## src/rtl/gecko_data_router.sv

```systemverilog
// gecko_data_router
//   Routes gecko_core data-port requests to main memory, MMIO or an internal
//   "unmapped" responder. Read results are returned to the core in the order
//   the reads were issued. A small FIFO of destination codes records where
//   each outstanding read went, and the FIFO head picks the result source.
//
// Ports
//   clk, rst                      clock, asynchronous active-low reset
//   core_request_*   (slave)      valid/ready, read_enable, write_enable, addr, data
//   core_result_*    (master)     valid/ready, data -- in-order read results
//   mem_command_*    (master)     request forwarded to main memory
//   mem_result_*     (slave)      read data from main memory
//   mmio_command_*   (master)     request forwarded to MMIO space
//   mmio_result_*    (slave)      read data from MMIO
//   fault_flag                    sticky, set by any accepted unmapped access
//   outstanding                   number of tracked (not yet returned) reads
module gecko_data_router #(
   parameter logic [31:0] MMIO_BASE       = 32'hFFFF_0000,
   parameter int          MMIO_ADDR_WIDTH = 8,
   parameter int          MEM_ADDR_WIDTH  = 16,
   parameter int          TRACK_DEPTH     = 4
) (
   input  logic                           clk,
   input  logic                           rst,
   // core request
   input  logic                           core_request_valid,
   output logic                           core_request_ready,
   input  logic                           core_request_read_enable,
   input  logic [3:0]                     core_request_write_enable,
   input  logic [31:0]                    core_request_addr,
   input  logic [31:0]                    core_request_data,
   // core result
   output logic                           core_result_valid,
   input  logic                           core_result_ready,
   output logic [31:0]                    core_result_data,
   // main memory
   output logic                           mem_command_valid,
   input  logic                           mem_command_ready,
   output logic                           mem_command_read_enable,
   output logic [3:0]                     mem_command_write_enable,
   output logic [31:0]                    mem_command_addr,
   output logic [31:0]                    mem_command_data,
   input  logic                           mem_result_valid,
   output logic                           mem_result_ready,
   input  logic [31:0]                    mem_result_data,
   // MMIO
   output logic                           mmio_command_valid,
   input  logic                           mmio_command_ready,
   output logic                           mmio_command_read_enable,
   output logic [3:0]                     mmio_command_write_enable,
   output logic [31:0]                    mmio_command_addr,
   output logic [31:0]                    mmio_command_data,
   input  logic                           mmio_result_valid,
   output logic                           mmio_result_ready,
   input  logic [31:0]                    mmio_result_data,
   // status
   output logic                           fault_flag,
   output logic [$clog2(TRACK_DEPTH):0]   outstanding
);

   localparam int PW = $clog2(TRACK_DEPTH);
   localparam logic [PW:0] ONE   = (PW+1)'(1);
   localparam logic [PW:0] DEPTH = (PW+1)'(TRACK_DEPTH);

   typedef enum logic [1:0] {
      DEST_MEM      = 2'd0,
      DEST_MMIO     = 2'd1,
      DEST_UNMAPPED = 2'd2
   } dest_e;

   dest_e       track_q [TRACK_DEPTH];
   logic [PW:0] wr_ptr, rd_ptr, count;
   logic        full, empty;
   logic        is_mem, is_mmio, is_read, blocked;
   logic        accept, push, pop;
   dest_e       dest, head;

   assign full  = (count == DEPTH);
   assign empty = (count == '0);
   assign head  = track_q[rd_ptr[PW-1:0]];

   // Address decode; memory wins if the two windows overlap.
   assign is_mem  = (core_request_addr[31:MEM_ADDR_WIDTH] == '0);
   assign is_mmio = !is_mem &&
                    (core_request_addr[31:MMIO_ADDR_WIDTH] == MMIO_BASE[31:MMIO_ADDR_WIDTH]);
   assign dest    = is_mem ? DEST_MEM : (is_mmio ? DEST_MMIO : DEST_UNMAPPED);

   // Only reads need a tracking slot, so only reads are held off by full.
   // Full is taken from the registered count, so a same-cycle pop does not
   // free a slot and core_result_ready never reaches core_request_ready.
   assign is_read = core_request_read_enable;
   assign blocked = is_read && full;

   always_comb begin
      core_request_ready = 1'b0;
      case (dest)
         DEST_MEM:  core_request_ready = mem_command_ready  && !blocked;
         DEST_MMIO: core_request_ready = mmio_command_ready && !blocked;
         default:   core_request_ready = !blocked;
      endcase
   end

   // Command paths are pure pass-through; only valid is steered. Valids are
   // also held low while reset is asserted.
   assign mem_command_valid         = rst && core_request_valid && is_mem  && !blocked;
   assign mmio_command_valid        = rst && core_request_valid && is_mmio && !blocked;
   assign mem_command_read_enable   = core_request_read_enable;
   assign mem_command_write_enable  = core_request_write_enable;
   assign mem_command_addr          = core_request_addr;
   assign mem_command_data          = core_request_data;
   assign mmio_command_read_enable  = core_request_read_enable;
   assign mmio_command_write_enable = core_request_write_enable;
   assign mmio_command_addr         = core_request_addr;
   assign mmio_command_data         = core_request_data;

   assign accept = core_request_valid && core_request_ready;
   assign push   = accept && is_read;

   // Result steering from the FIFO head. A target whose result is not at the
   // head sees ready=0 and must hold it.
   always_comb begin
      core_result_valid = 1'b0;
      core_result_data  = '0;
      mem_result_ready  = 1'b0;
      mmio_result_ready = 1'b0;
      if (!empty) begin
         case (head)
            DEST_MEM: begin
               core_result_valid = mem_result_valid;
               core_result_data  = mem_result_data;
               mem_result_ready  = core_result_ready;
            end
            DEST_MMIO: begin
               core_result_valid = mmio_result_valid;
               core_result_data  = mmio_result_data;
               mmio_result_ready = core_result_ready;
            end
            default: begin
               // unmapped reads complete immediately with zero data
               core_result_valid = 1'b1;
               core_result_data  = '0;
            end
         endcase
      end
   end

   assign pop = core_result_valid && core_result_ready;

   always_ff @(posedge clk or negedge rst) begin
      if (!rst) begin
         wr_ptr     <= '0;
         rd_ptr     <= '0;
         count      <= '0;
         fault_flag <= 1'b0;
         for (int i = 0; i < TRACK_DEPTH; i++) track_q[i] <= DEST_MEM;
      end else begin
         if (push) begin
            track_q[wr_ptr[PW-1:0]] <= dest;
            wr_ptr                  <= wr_ptr + ONE;
         end
         if (pop) rd_ptr <= rd_ptr + ONE;
         case ({push, pop})
            2'b10:   count <= count + ONE;
            2'b01:   count <= count - ONE;
            default: count <= count;
         endcase
         if (accept && dest == DEST_UNMAPPED) fault_flag <= 1'b1;
      end
   end

   assign outstanding = count;

endmodule

```

## config.mk

```make
export PLATFORM = sky130hd
export DESIGN_NAME = gecko_data_router
export DESIGN_NICKNAME = d
export VERILOG_FILES = /design/src/rtl/gecko_data_router.sv
export SDC_FILE = /design/constraint.sdc
export NUM_CORES = 1
export LEC_CHECK = 0
export CORE_AREA = 2 2 126 128
export DETAILED_ROUTE_END_ITERATION = 10
export DIE_AREA = 0 0 128 130
export PLACE_DENSITY = 0.66
export SYNTH_ARGS = -nofsm -noshare
export SYNTH_HDL_FRONTEND = slang
export SYNTH_SLANG_ARGS = --single-unit
export TNS_END_PERCENT = 5
```

## constraint.sdc

```tcl
create_clock -name clk -period 4.69 [get_ports clk]
set_clock_uncertainty 0.05 [all_clocks]
set_input_delay 0.938 -clock clk [delete_from_list [all_inputs] [get_ports clk]]
set_output_delay 0.938 -clock clk [all_outputs]
set_load 0.005 [all_outputs]
```

==> summary.txt <==
vias in the first global route: 2033
total setup violations reported at the end of the flow: 0
Chip Height: 130 um
commonest non-fill, non-tap cell in the layout: clkdlybuf4s50_1
Synth cell types: 34
Slew Viols, Final: 0
clk slew on worst S/H paths: 50 ps
crit-path max FO: 6
clock sink count: 16
WHS Path Cells: 1
Netlist Area Pre-Place: 0.00256 mm^2
Ant. Diodes: 0
Port Buf Inserts: 188
net count after synthesis: 449
Design Area, Final: 0.00372 mm^2
Area Overhead vs Synth: 45.1%
clk root buf: clkbuf_16
pwr/cell area: 264 mW/mm^2
Iter 0 DRT Violations: 26
worst hold slack: 412 ps
Worst Tran Pin Value: 788 ps
Synth Register Bits: 16
WL/cell: 12.7 um
layout cells sized above 1: 6.27%
Cells after Synth: 302
register area share after synthesis: 15.6%
r2r endpoint: outstanding[2]
antenna violations before repair: 0
Yosys warning count: 0
CP required: 3700 ps
syn avg cell area: 8.49 um^2
unrepaired setup endpoints after global routing: no
grt total ovfl: 0
Post-synth ARST share: 100%
Reg power frac: 23.4%
filler instances: 1672
FP Rows: 46
R2R cell count: 9
Die ar.: 0.0166 mm^2
Initial DRT Pass Iterations: 3
Leak Pwr: 0.00133 uW
# hold bufs at CTS: 0
most frequent cells in the layout: clkdlybuf4s50_1, nor2_1, mux2i_1
Max-cap violations: 0
Min-Delay Startpoint: fault_flag
ys flop type: dfrtp_1
nets: 499
Comb power frac: 57.8%
Area after DPL: 0.00363 mm^2
max frequency: 238 MHz
dpl hpwl: 5920 um
outcome: complete, no violations
setup TNS: 0 ps
Worst setup SP type: primary input
TritonCTS clock tree: built
CP Data Arrival Time: 3220 ps
Die Width: 128 um
crit path kind: in -> out
H-tree lvl count: 1
GPL Wtd Cong: 0.678
post-route ant nets: 0
WL final: 6910 um
Skew-Pair Late Insertion Delay: 250 ps
Core Util, Final: 24.1%
Worst Setup End Kind: output pin
crit path time final: 4210 ps
R2R Path Start: rd_ptr[0]
maximum clock insertion buffer count: 2
GRT Util Overall: 7.41%
CTS buffer count: 3
pin count of the biggest net entering global routing: 34
final worst path period share: 89.7%
via/cell ratio: 3.74
Sw Share: 32.2%
WHS Endpoint: fault_flag
HP Class: reg -> reg
initial core utilization: 16.6%
Fin. Hold Viols: 0
max_slew headroom: 47.5%
area of the multi-input gates: 0.00105 mm^2
Resized cells post-CTS: 0
EDFF count, synth: 0
Post-CTS Repair Setup Buffers: 0
VDD IR max: 136 uV
clock share of power: 18.9%
internal cell power: 666 uW
DRC viols: 0
R2R Setup Slk: 1680 ps
Psw: 316 uW
vias: 2032
first-pass GRT wire length: 9960 um
IO Pins: 321
Placeable Area: 0.0154 mm^2
Reg area: 400 um^2
[layer usage]
metal  vias up  wire, um  GRT usage (%)
li1        954         -              -
met1       900      2370           7.26
met2       162      3420           13.8
met5         -         0              0
met4         0       142           2.13
met3        16       976           3.69
[power groups by stage]
| stage | clock network [uW] | logic, uW | registers (uW) |
|---|---|---|---|
| after floorplan | 0 | 331 | 221 |
| after global placement | 0 | 567 | 230 |
| after detailed placement | 0 | 577 | 233 |
| after CTS | 188 | 580 | 230 |
| after global routing | 193 | 627 | 239 |
| final | 185 | 568 | 229 |
[state kept, by name, indices dropped and copies added (netlist names)]
signal and count:
track_q 8, outstanding 3, rd_ptr 2, wr_ptr 2, fault_flag 1
[synth_stat cells, types with 2 or more instances]
master    count  area (um^2)
buf_4       138         1040
mux2_1        8         90.1
nand3_1       4         20.0
nand4_1       4         25.0
ha_1          5         62.6
nor4_1        4         25.0
xnor2_1       3         26.3
mux2_4        2         30.0
mux2i_1      33          330
mux4_2        2         45.0
nor2_2        5         31.3
and3_1        2         12.5
a31oi_1       2         12.5
xor2_1        3         26.3
nor2_1       38          143
dfrtp_1      16          400
buf_2         3         15.0
nand2_1       2         7.51
nor3_1        2         10.0
inv_1         9         33.8
clkbuf_1      4         15.0
[logic make-up after synthesis]
kind of cell / Yosys count / share of synthesized area (%)
AOI/OAI and AO/OA: 5 / 2.54
DFF: 16 / 15.6
buffers and inverters: 155 / 43.3
xor gates and xnor gates: 6 / 2.05
and+or+nand+nor: 69 / 14.0
adders and majority gates: 6 / 3.22
muxes: 45 / 19.3
[how the worst max path moves through the flow]
| stage | from | to | depth (start not counted) |
|---|---|---|---|
| floorplan | core_request_addr[8] | outstanding[2] | 11 |
| global placement | core_request_addr[28] | mmio_command_valid | 6 |
| detailed placement | core_request_addr[28] | mmio_command_valid | 6 |
| CTS | core_request_addr[28] | mmio_command_valid | 6 |
| global route | core_request_addr[28] | mmio_command_valid | 6 |
| finish | core_request_addr[28] | mmio_command_valid | 6 |
[critical path: stages]
cell and delay, ps:
clkdlybuf4s50_1 520, or4b_4 490, nor4_4 380, and2_4 240, and3_1 150, clkdlybuf4s50_1 510
[layout make-up]
| class | instances | area share [%] |
|---|---|---|
| inverter | 9 | 0.908 |
| tap | 192 | 6.46 |
| multi-input combinational | 131 | 28.3 |
| timing repair buffer | 191 | 51.2 |
| sequential | 16 | 10.8 |
| clock buffer | 4 | 2.39 |
[metrics by stage]
stage	power (uW)	setup slack, ps	cells
finish	982	483	543
global route	1060	355	543
CTS	998	431	543
detailed placement	810	453	539
global placement	797	458	539
floorplan	552	1440	302
No activity file was read; power rests on OpenSTA's default activity.
==> variant 1, RTL diff (config.mk and constraints unchanged) <==
Register the output `fault_flag` once more, with the module's reset; this adds one clock of latency there. The other outputs are not delayed to match.
--- a/src/rtl/gecko_data_router.sv
+++ b/src/rtl/gecko_data_router.sv
@@ -68,4 +68,6 @@
       DEST_UNMAPPED = 2'd2
    } dest_e;
+
+   logic fault_flag_s0;
 
    dest_e       track_q [TRACK_DEPTH];
@@ -152,5 +154,5 @@
          rd_ptr     <= '0;
          count      <= '0;
-         fault_flag <= 1'b0;
+         fault_flag_s0 <= 1'b0;
          for (int i = 0; i < TRACK_DEPTH; i++) track_q[i] <= DEST_MEM;
       end else begin
@@ -165,5 +167,5 @@
             default: count <= count;
          endcase
-         if (accept && dest == DEST_UNMAPPED) fault_flag <= 1'b1;
+         if (accept && dest == DEST_UNMAPPED) fault_flag_s0 <= 1'b1;
       end
    end
@@ -171,4 +173,12 @@
    assign outstanding = count;
 
+   always_ff @(posedge clk or negedge rst) begin
+      if (!rst) begin
+         fault_flag <= '0;
+      end else begin
+         fault_flag <= fault_flag_s0;
+      end
+   end
+
 endmodule
 
Check against the original RTL: not equivalent (a bounded check fails within 4 cycles, from zero or initial values and one cycle with rst low).
==> variant 1 against the original RTL <==
- count of clock-buffer cells in the layout fell by 1
- die area did not move
- core utilization barely moved
- maximum frequency fell by 2.1%
- first-iteration DRC count rose by 42%
- sequential cell count rose by 1
- sequential power rose by 5%
- routed wire length rose by 12%
- area after synthesis rose by 0.93%
- cell area barely moved
- via count rose by 3.4%
- power rose by 3.7%
- critical path depth did not move
- setup slack got worse by 0.092 ns
- critical path type unchanged
==> variant 1: results (changes against the original RTL) <==
Outcome
  – Status: complete, no violations (unchanged)

Detailed routing
  – Post-Route WL: 7760 um (was 6910 um)
  – Vias per inst: 3.86 (was 3.74)
  – Starting DRT DRC Count: 37 (was 26)
  – DRT Pass-1 Iters: 4 (was 3)

Global route
  – Largest net degree at the start of global routing: 36 (was 34)
  – Vias in the first global route: 2,110 (was 2,033)
  – Antenna violations before repair: 1 (was 0)
  – First-pass GRT wire length: 11,000 um (was 9960 um)
  – Gr usage total: 0.0848 (was 0.0741)

STA
  – Worst slew margin: 0.281 (was 0.475)
  – Post-route worst setup slack: 0.391 ns (was 0.483 ns)

Min path
  – Hold Path End: fault_flag (unchanged)
  – Worst min path class: flip-flop to flip-flop (unchanged)
  – Hold depth: 0 (was 1)
  – Hold path startpoint: fault_flag_s0 (was fault_flag)

Power and ir drop
  – Power Internal: 0.000676 W (was 0.000666 W)
  – Logic pwr share: 0.601 (was 0.578)
  – Seq group: 0.000240 W (was 0.000229 W)
  – Leakage: 1.32 nW (was 1.33 nW)
  – Maximum vdd ir drop: 0.000148 V (was 0.000136 V)

Logic synthesis
  – Async S/R FF share, synth: 1.00 (unchanged)
  – Most used flip-flop cell after synthesis: dfrtp_1 (unchanged)
  – Synth top cells by count: buf_4, nor2_1, mux2i_1 (unchanged)
  – Syn Nets: 451 (was 449)
  – Synth cell types: 35 (was 34)
  – Register area share after synthesis: 0.164 (was 0.156)
  – Area contributors post-synth: buf_4, dfrtp_1, mux2i_1 (unchanged)

Layout
  – Biggest register: track_q (unchanged)
  – Layout cells sized above 1: 0.0570 (was 0.0627)

Critical path
  – Flop2flop setup slack: 1.49 ns (was 1.68 ns)
  – CP startpoint: core_request_addr[28] (unchanged)
  – Crit Path Max Fanout: 6 (unchanged)
  – Critical path arrival: 3.31 ns (was 3.22 ns)

Place
  – HPWL after DPL: 6660 um (was 5920 um)
  – Port bufs: 188 (unchanged)
  – Pre-CTS setup slack: 0.357 ns (was 0.453 ns)
  – GPL Wtd Cong: 0.738 (was 0.678)

Clocking
  – Total CTS buffers: 3 (unchanged)
-- variant 1: worst max-delay path, stage by stage --
cell             delay (ns)
clkdlybuf4s50_1        0.58
or4b_4                 0.50
nor4_4                 0.37
and2_4                 0.24
and3_1                 0.15
clkdlybuf4s50_1        0.52
-- variant 1: routing by layer --
layer | vias to the layer above | share of wire | track usage
li1 | 956 | - | -
met1 | 914 | 0.35 | 0.0842
met2 | 208 | 0.48 | 0.155
met3 | 23 | 0.14 | 0.0402
met4 | 0 | 0.023 | 0.0304
met5 | - | 0 | 0
-- variant 1: cell families (layout without fill, tap and decap cells) --
logic type	Yosys count	after routing	share of synthesized area
compound gates	6	6	0.0271
fa+ha+maj	6	6	0.0319
xor+xnor	6	6	0.0203
simple gates	70	70	0.140
buf+inv	155	202	0.429
flops	17	17	0.164
other cells	0	1	0
mux	44	44	0.188
-- variant 1: metrics by stage --
stage / power, W / cells / instance area, um2 / hold slack [ns]
final: 0.00102 / 544 / 3720 / 0.330
after global routing: 0.00110 / 543 / 3720 / 0.351
after CTS: 0.00104 / 543 / 3720 / 0.333
after detailed placement: 0.000867 / 539 / 3640 / 0.322
after global placement: 0.000840 / 539 / 3640 / 0.317
after floorplan: 0.000572 / 304 / 2590 / 0.305
-- variant 1: layout make-up --
class | count | area (um2)
Fill cell | 1647 | 11700
Timing Repair Buffer | 189 | 1890
Multi-Input combinational cell | 132 | 1050
Sequential cell | 17 | 425
Tap cell | 192 | 240
Clock buffer | 3 | 75.1
Inverter | 9 | 33.8
Clock inverter | 1 | 5.00
Antenna cell | 1 | 2.50
==> variant 2, RTL diff (same settings) <==
Without the edit above. Set the parameter `TRACK_DEPTH` to 2 (it was 4).
--- a/src/rtl/gecko_data_router.sv
+++ b/src/rtl/gecko_data_router.sv
@@ -19,5 +19,5 @@
    parameter int          MMIO_ADDR_WIDTH = 8,
    parameter int          MEM_ADDR_WIDTH  = 16,
-   parameter int          TRACK_DEPTH     = 4
+   parameter int          TRACK_DEPTH     = 2
 ) (
    input  logic                           clk,
Interface: changed (resized outstanding); port bits go from 321 to 320. No check against the original RTL was run, so the function may have changed too.
==> variant 2 against the original RTL <==
- register-to-register slack improved by 0.68 ns
- critical endpoint is now core_request_ready
- maximum frequency grew 4.6%
- power decreased by 38%
- highest routed layer unchanged
- count of clock-buffer cells in the layout fell by 1
- sequential cell count shrank 7
- critical path type unchanged
- routed wire length up 7.6%
- cell count fell by 5.5%
- die area unchanged
- cell area is 13% lower
- area after synthesis is 19% lower
- first-iteration DRC count rose to 4.4 times the old value
- setup slack better by 0.19 ns
- core utilization shrank 3.1 points
- global-route usage grew 0.42 points
==> variant 2: results (changes against the original RTL) <==
Logic synthesis
  – Compound-Gate Fraction of Synth Area: 0.155 (was 0.0254)
  – Synth top cells by count: buf_4, nor2_1, a22oi_1 (was buf_4, nor2_1, mux2i_1)
  – Post-synthesis xor/xnor area fraction: 0.0211 (was 0.0205)
  – Area contributors post-synth: buf_4, a22oi_1, dfrtp_1 (was buf_4, dfrtp_1, mux2i_1)
  – Synth cell types: 32 (was 34)
  – Synth Area in Adders: 0.00602 (was 0.0322)
  – Syn Nets: 417 (was 449)
  – Mux contribution to synthesized area: 0.0265 (was 0.193)
  – Yosys warns: 0 (unchanged)
  – Register area share after synthesis: 0.108 (was 0.156)

Place
  – HPWL after DPL: 6230 um (was 5920 um)
  – GPL Wtd Cong: 0.748 (was 0.678)
  – Port bufs: 187 (was 188)

Global route
  – Grt met3 use: 0.0254 (was 0.0369)
  – Largest net degree at the start of global routing: 35 (was 34)
  – Gr usage total: 0.0783 (was 0.0741)
  – Met2 usage: 0.126 (was 0.138)
  – Vias in the first global route: 1,752 (was 2,033)
  – Met1 GRT Util: 0.0937 (was 0.0726)
  – First-pass GRT wire length: 10,100 um (was 9960 um)

Critical path
  – Crit Path Max Fanout: 4 (was 6)
  – Crit-path leading delay family: buffers and inverters (was simple AND/OR/NAND/NOR gates)
  – Critical path arrival: 3.03 ns (was 3.22 ns)
  – Crit-path max cell delay: 0.49 ns (was 0.52 ns)

Detailed routing
  – Via count: 1,880 (was 2,032)
  – Starting DRT DRC Count: 115 (was 26)
  – Wire length per cell: 14.5 um (was 12.7 um)
  – DRT Pass-1 Iters: 4 (was 3)

Power and ir drop
  – Maximum vdd ir drop: 0.0000837 V (was 0.000136 V)
  – Leakage: 1.13 nW (was 1.33 nW)

STA
  – Worst Max-Slew Pin Slew: 0.708 ns (was 0.788 ns)

Layout
  – Max reg flops: 4 (was 8)
  – Layout Nets: 464 (was 499)

Outcome
  – Status: complete, no violations (unchanged)
==> variant 2: per-layer routing <==
| layer | share of wire | wire (um) |
|---|---|---|
| met1 | 0.38 | 2860 |
| met3 | 0.073 | 540 |
| met5 | 0 | 0 |
| met4 | 0.039 | 288 |
| met2 | 0.50 | 3750 |
==> variant 2: cells by family after synthesis <==
kind of cell             count (synthesis)
buffers and inverters                  152
AND/OR/NAND/NOR                         64
AO/OA/AOI/OAI                           39
flip-flops                               9
XOR/XNOR                                 5
multiplexers                             5
adder cells (fa/ha/maj)                  1
==> variant 2: path summary, 6_finish.rpt <==
check	startpoint	endpoint	slack, ns	cells past startpoint
max	core_request_addr[29]	core_request_ready	0.67	6
min	fault_flag	fault_flag	0.43	1
max reg2reg	rd_ptr[0]	outstanding[1]	2.36	9
min reg2reg	fault_flag	fault_flag	0.43	1
max in group asynchronous	rst	rd_ptr[0]	3.31	1
min in group asynchronous	rst	fault_flag	0.97	1
==> variant 2: report_power, final <==
part           switching [W]  internal (W)
Combinational       0.000132      0.000191
Sequential         0.0000377     0.0000974
Clock              0.0000402      0.000113
==> variant 2: metrics by stage <==
stage	utilization	cell area, um2	std cells	total power (W)	setup WS (ns)
floorplan	-	2080	275	0.000334	1.82
global placement	0.205	3160	509	0.000460	0.728
detailed placement	0.205	3160	509	0.000465	0.708
CTS	0.210	3240	513	0.000623	0.698
global route	0.210	3240	513	0.000652	0.525
finish	0.210	3240	513	0.000610	0.669
==> variant 2: layout make-up <==
class,instances,area (um2)
tap,192,240
clock buffer,3,75.1
clock inverter,1,5.00
multi-input combinational,114,788
inverter,4,15.0
timing repair buffer,190,1890
sequential,9,225
fill,1691,12200
